<file path="src/rtl/uart_pkg.sv">
// Shared UART definitions: FSM state encoding, data width and parity modes.
package uart_pkg;

  localparam int DATA_W      = 8;
  localparam int PARITY_NONE = 0;
  localparam int PARITY_EVEN = 1;

  typedef enum logic [2:0] {
    IDLE,
    FETCH,
    LOAD,
    START,
    DATA,
    PARITY,
    STOP
  } uart_state_t;

  function automatic logic even_parity(input logic [DATA_W-1:0] d);
    return ^d;
  endfunction

endpackage

</file>
<file path="src/rtl/uart_baud_cnt.sv">
// Bit-period counter: counts 0..CLKS_PER_BIT-1 while enabled, tick on terminal count.
module uart_baud_cnt #(
  parameter  int CLKS_PER_BIT = 16,
  localparam int CNT_W        = (CLKS_PER_BIT > 1) ? $clog2(CLKS_PER_BIT) : 1
) (
  input  logic             clk,
  input  logic             rst,
  input  logic             en,
  input  logic             clear,
  output logic [CNT_W-1:0] cnt,
  output logic             tick
);

  assign tick = en && (cnt == CNT_W'(CLKS_PER_BIT - 1));

  // Wrapping on tick makes every timed state start from zero without an explicit clear.
  always_ff @(posedge clk or posedge rst) begin
    if (rst)
      cnt <= '0;
    else if (clear || tick)
      cnt <= '0;
    else if (en)
      cnt <= cnt + 1'b1;
  end

endmodule

</file>
<file path="src/rtl/fifo_uart_tx.sv">
// FIFO-fed UART transmitter: pops a byte, sends start, 8 data LSB first, optional even parity, stop bits.
module fifo_uart_tx
  import uart_pkg::*;
#(
  parameter int CLKS_PER_BIT = 16,
  parameter int PARITY_EN    = PARITY_NONE,
  parameter int STOP_BITS    = 1
) (
  input  logic              clk,
  input  logic              rst,
  input  logic              fifo_empty,
  input  logic [DATA_W-1:0] fifo_data,
  output logic              fifo_rd_en,
  output logic              tx,
  output logic              busy,
  output logic              tx_done
);

  localparam int CNT_W = (CLKS_PER_BIT > 1) ? $clog2(CLKS_PER_BIT) : 1;

  if (CLKS_PER_BIT < 2) begin : g_bad_cpb
    $error("fifo_uart_tx: CLKS_PER_BIT must be >= 2");
  end
  if (STOP_BITS != 1 && STOP_BITS != 2) begin : g_bad_stop
    $error("fifo_uart_tx: STOP_BITS must be 1 or 2");
  end

  uart_state_t       state;
  logic [DATA_W-1:0] shift;
  logic              par;
  logic [2:0]        bit_idx;
  logic              stop_idx;
  logic [CNT_W-1:0]  cnt;
  logic              tick;
  logic              cnt_en;
  logic              last_stop;
  logic              pre_last;

  assign cnt_en    = (state == START) || (state == DATA) || (state == PARITY) || (state == STOP);
  assign last_stop = (stop_idx == 1'(STOP_BITS - 1));
  // tx_done is registered, so it is raised one cycle ahead of the final stop cycle.
  assign pre_last  = (cnt == CNT_W'(CLKS_PER_BIT - 2));

  uart_baud_cnt #(.CLKS_PER_BIT(CLKS_PER_BIT)) u_baud (
    .clk   (clk),
    .rst   (rst),
    .en    (cnt_en),
    .clear (!cnt_en),
    .cnt   (cnt),
    .tick  (tick)
  );

  always_ff @(posedge clk or posedge rst) begin
    if (rst) begin
      state      <= IDLE;
      tx         <= 1'b1;
      busy       <= 1'b0;
      fifo_rd_en <= 1'b0;
      tx_done    <= 1'b0;
      shift      <= '0;
      par        <= 1'b0;
      bit_idx    <= '0;
      stop_idx   <= 1'b0;
    end else begin
      fifo_rd_en <= 1'b0;
      tx_done    <= 1'b0;
      case (state)
        IDLE: begin
          if (!fifo_empty) begin
            state      <= FETCH;
            fifo_rd_en <= 1'b1;
            busy       <= 1'b1;
          end
        end
        FETCH: state <= LOAD;
        LOAD: begin
          shift    <= fifo_data;
          par      <= even_parity(fifo_data);
          stop_idx <= 1'b0;
          tx       <= 1'b0;
          state    <= START;
        end
        START: begin
          if (tick) begin
            tx      <= shift[0];
            bit_idx <= '0;
            state   <= DATA;
          end
        end
        DATA: begin
          if (tick) begin
            if (bit_idx == 3'd7) begin
              stop_idx <= 1'b0;
              if (PARITY_EN != PARITY_NONE) begin
                tx    <= par;
                state <= PARITY;
              end else begin
                tx    <= 1'b1;
                state <= STOP;
              end
            end else begin
              shift   <= shift >> 1;
              tx      <= shift[1];
              bit_idx <= bit_idx + 3'd1;
            end
          end
        end
        PARITY: begin
          if (tick) begin
            tx       <= 1'b1;
            stop_idx <= 1'b0;
            state    <= STOP;
          end
        end
        STOP: begin
          if (last_stop && pre_last)
            tx_done <= 1'b1;
          if (tick) begin
            if (last_stop) begin
              if (!fifo_empty) begin
                state      <= FETCH;
                fifo_rd_en <= 1'b1;
              end else begin
                state <= IDLE;
                busy  <= 1'b0;
              end
            end else begin
              stop_idx <= stop_idx + 1'b1;
            end
          end
        end
        default: state <= IDLE;
      endcase
    end
  end

endmodule

</file>
<file path="config.mk">
export PLATFORM = sky130hd
export DESIGN_NAME = fifo_uart_tx
export DESIGN_NICKNAME = d
export VERILOG_FILES = /design/src/rtl/uart_pkg.sv /design/src/rtl/uart_baud_cnt.sv /design/src/rtl/fifo_uart_tx.sv
export SDC_FILE = /design/constraint.sdc
export NUM_CORES = 1
export LEC_CHECK = 0
export CORE_MARGIN = 2
export CORE_UTILIZATION = 58
export DETAILED_ROUTE_END_ITERATION = 6
export PLACE_DENSITY = 0.83
export SLEW_MARGIN = 20
export SYNTH_ARGS = -nofsm -noshare
export SYNTH_HDL_FRONTEND = slang
export SYNTH_SLANG_ARGS = --single-unit
</file>
<file path="constraint.sdc">
create_clock -name clk -period 3.3 [get_ports clk]
set_input_delay 0.495 -clock clk [delete_from_list [all_inputs] [get_ports clk]]
set_output_delay 0.495 -clock clk [all_outputs]
set_load 0.03 [all_outputs]
</file>
==> out/qor.log <==
qor: yosys.syn-num-nets 132
qor: yosys.synth_top_family_by_area compound AO/OA/AOI/OAI gates
qor: yosys.yosys_warnings 0
qor: pwr.internal-power 0.362 mW
qor: clock_tree.cts_max_path_buffers 2
qor: floorplan.std_cell_rows 16
qor: yosys.basic_gate_share_of_the_synthesized_area_counting_and_or_nand_and_nor_cells 17.8%
qor: detailed_routing.detail_route.vias_per_cell 6.24
qor: clock_tree.cts-resized-gates 0
qor: yosys.synth_top_cells_by_count dfrtp_1, nor2_1, a21oi_1
qor: yosys.synth_sequential_area_ratio 45.7%
qor: clock_tree.clock_sinks 22
qor: worst_setup_path.critical_path.slowest_cell clkdlybuf4s50_1
qor: worst_setup_path.max_stage_delay 0.66 ns
qor: timing.finalCriticalPeriod 2.04 ns
qor: detailed_routing.drc_violations_left 0
qor: cells_and_area.drive_above_1_share 13.5%
qor: timing.final_period_util 61.7%
qor: global_route.initial_antenna_violation_count 0
qor: floorplan.die_x 49.6 um
qor: worst_setup_path.path_cells clkdlybuf4s50_1
qor: worst_setup_path.crit_type register to output port
qor: clock_tree.clock_tree.htree_level_count 1
qor: floorplan.design.die.area 2460 um^2
qor: yosys.synth.avg_cell_area 10.3 um^2
qor: timing.hold_slack 0.492 ns
qor: detailed_routing.drtIter0Drc 19
qor: yosys.synthesis.instances 117
qor: clock_tree.worst_setup_hold_path_clk_slew 0.13 ns
qor: clock_tree.tritoncts built
qor: global_route.groute.usage.overall 21.0%
qor: pwr.combPwrFrac 7.3%
qor: pwr.sw_frac_of_total 22.0%
qor: yosys.synth_seq_cells 22
qor: global_route.grt_start_max_net_pins 23
qor: worst_setup_path.stages_on_worst_setup_path 1
qor: pwr.total_power 0.465 mW
qor: floorplan.floorplan.die.height 49.6 um
qor: clock_tree.holdBufCountCts 0
qor: pwr.clock_network_fraction_of_design_power 32.7%
qor: status.run_status complete, no violations
qor: yosys.synth_most_common_cell dfrtp_1
qor: detailed_routing.ant_nets 0
qor: yosys.synth_async_sr_flop_share 100%
qor: floorplan.initial_util 61.5%
qor: worst_setup_path.startpoint_type register
qor: floorplan.design.core.area 1960 um^2
qor: clock_tree.cts_setup_buffers 0
qor: floorplan.io_pins 15
qor: yosys.synth_top_cell_area_share 43.5%
qor: pwr.irDropWorstVdd 0.274 mV
qor: yosys.post_synth_xor_xnor_area 1.45%
qor: yosys.synth_edf_count 0
qor: timing.setup_total_negative_slack 0 ns
qor: detailed_routing.routed_wl 2310 um
qor: cells_and_area.num-nets-final 142
qor: worst_setup_path.path_max_fanout 3
qor: timing.max_slew.worst_pin.slew 0.828 ns
qor: worst_setup_path.cp-end-kind output port
qor: yosys.synth.mux.area_fraction 0%
qor: timing.maxSlewHeadroom 44.7%
qor: placement.port_buffers 14
qor: placement.detailedPlacementHpwl 1610 um
qor: detailed_routing.drt_pass1_iterations 4
qor: yosys.compound_gate_fraction_of_synth_area 25.6%
qor: global_route.global_route.overflow_total 0
qor: clock_tree.cts_root_buf clkbuf_4
qor: yosys.synth_top_area_cell dfrtp_1
qor: cells_and_area.layout-area-overhead-vs-synth 13.4%
qor: yosys.synth_flop_cell dfrtp_1
qor: detailed_routing.post_drt_wl_per_cell 15.1 um
qor: worst_setup_path.register_to_register_path_depth 5
qor: worst_setup_path.required_time_at_the_worst_slack_endpoint 2.80 ns
qor: pwr.power_density 340 nW/um^2
qor: clock_tree.clk_latency 0.31 ns
qor: global_route.via_count_of_the_first_global_routing_pass 905
qor: yosys.yosys.area_share.adder 4.15%
qor: placement.gp_congestion 0.755
qor: yosys.synth.lib_cells_used.distinct 37
qor: detailed_routing.dr_total_vias 954
qor: global_route.wire_length_of_the_first_global_routing_pass 3930 um
qor: worst_setup_path.crit_family buffers and inverters
qor: flow_run.max_cap_violations 0
qor: timing.worst_clock_skew 0.00147 ns
qor: worst_hold_path.hold_depth 1
qor: timing.timing_hold_violations_final 0
qor: pwr.power_frac_seq 60.0%
qor: timing.max_freq 0.491 GHz
qor: worst_setup_path.arrival 1.54 ns
qor: pwr.p_switching 0.102 mW
qor: timing.final_setup_fails 0
qor: worst_setup_path.cp_bufs_invs 1
qor: cells_and_area.antenna_cells 0
qor: timing.grt_setup_unrepaired no
qor: worst_hold_path.hold_path_class register to register
qor: timing.finalMaxSlewViolations 0
qor: yosys.synthTopCellsByArea dfrtp_1, o32ai_2, a21oi_1
qor: pwr.total_leakage_power 0.574 nW
qor: yosys.synth_area 1210 um^2
qor: clock_tree.number_of_buffers_created_by_cts 3
[worst paths after layout]
check,slack (ns),end,startpoint
setup / recovery,1.26,tx,tx
hold / removal,0.49,u_baud.cnt[0],u_baud.cnt[0]
setup reg to reg,1.37,shift[1],bit_idx[0]
hold reg to reg,0.49,u_baud.cnt[0],u_baud.cnt[0]
max in group asynchronous,2.16,bit_idx[1],rst
min in group asynchronous,0.63,shift[7],rst
[metal layers]
metal  part of all wire [%]  global-route usage, %  vias up
li1                       -                      -      448
met1                     45                   27.9      484
met2                     51                   33.6       20
met3                    3.9                   3.94        2
met4                   0.52                   8.80        0
met5                      0                      0        -
[area by class of cell]
type | count | area (um^2)
clock buffers | 4 | 36.3
fillers | 163 | 593
inverters | 4 | 15.0
multi-input cells | 82 | 592
flip-flops and latches | 22 | 552
well taps | 27 | 33.8
repair buffers | 14 | 140
[placed cells by master (no fill, tap or decap), drive strengths merged, types with 2 or more instances in the layout]
cell type	Yosys	final
dfrtp	21	21
nor3b	2	2
a21oi	12	12
clkdlybuf4s50	0	14
clkbuf	2	4
ha	4	4
inv	4	4
nand2	4	4
a22o	4	4
nor2	15	15
o32ai	7	7
a21boi	2	2
nand3	4	4
nor3	2	2
a211oi	2	2
o21ai	7	7
[power by group through the flow]
stage                     combinational (mW)  clock (mW)  sequential (mW)
after floorplan                       0.0156           0            0.284
after global placement                0.0336           0            0.284
after detailed placement              0.0341           0            0.284
after CTS                             0.0345       0.155            0.279
after global routing                  0.0373       0.166            0.280
final                                 0.0339       0.152            0.279
[registers in the layout, indices dropped and copies added (netlist names)]
name and cells:
tx_done 1, busy 1, tx 1, u_baud.cnt 4
bit_idx 3, fifo_rd_en 1, state 3, shift 8
[metrics by stage]
step	setup slack (ns)	area, um^2	util [%]	cells
after floorplan	1.49	1210	-	117
after global placement	1.46	1330	67.9	149
after detailed placement	1.40	1330	67.9	149
after CTS	1.25	1370	69.8	153
after global routing	1.23	1370	69.8	153
final	1.26	1370	69.8	153
[logic make-up (layout without fill, tap and decap cells)]
logic type | count (synthesis) | in the layout
flops | 22 | 22
fa+ha+maj | 4 | 4
compound gates | 38 | 38
xor+xnor | 2 | 2
buf+inv | 13 | 22
simple gates | 38 | 38
Note: power is estimated with default switching activity, not from simulation.
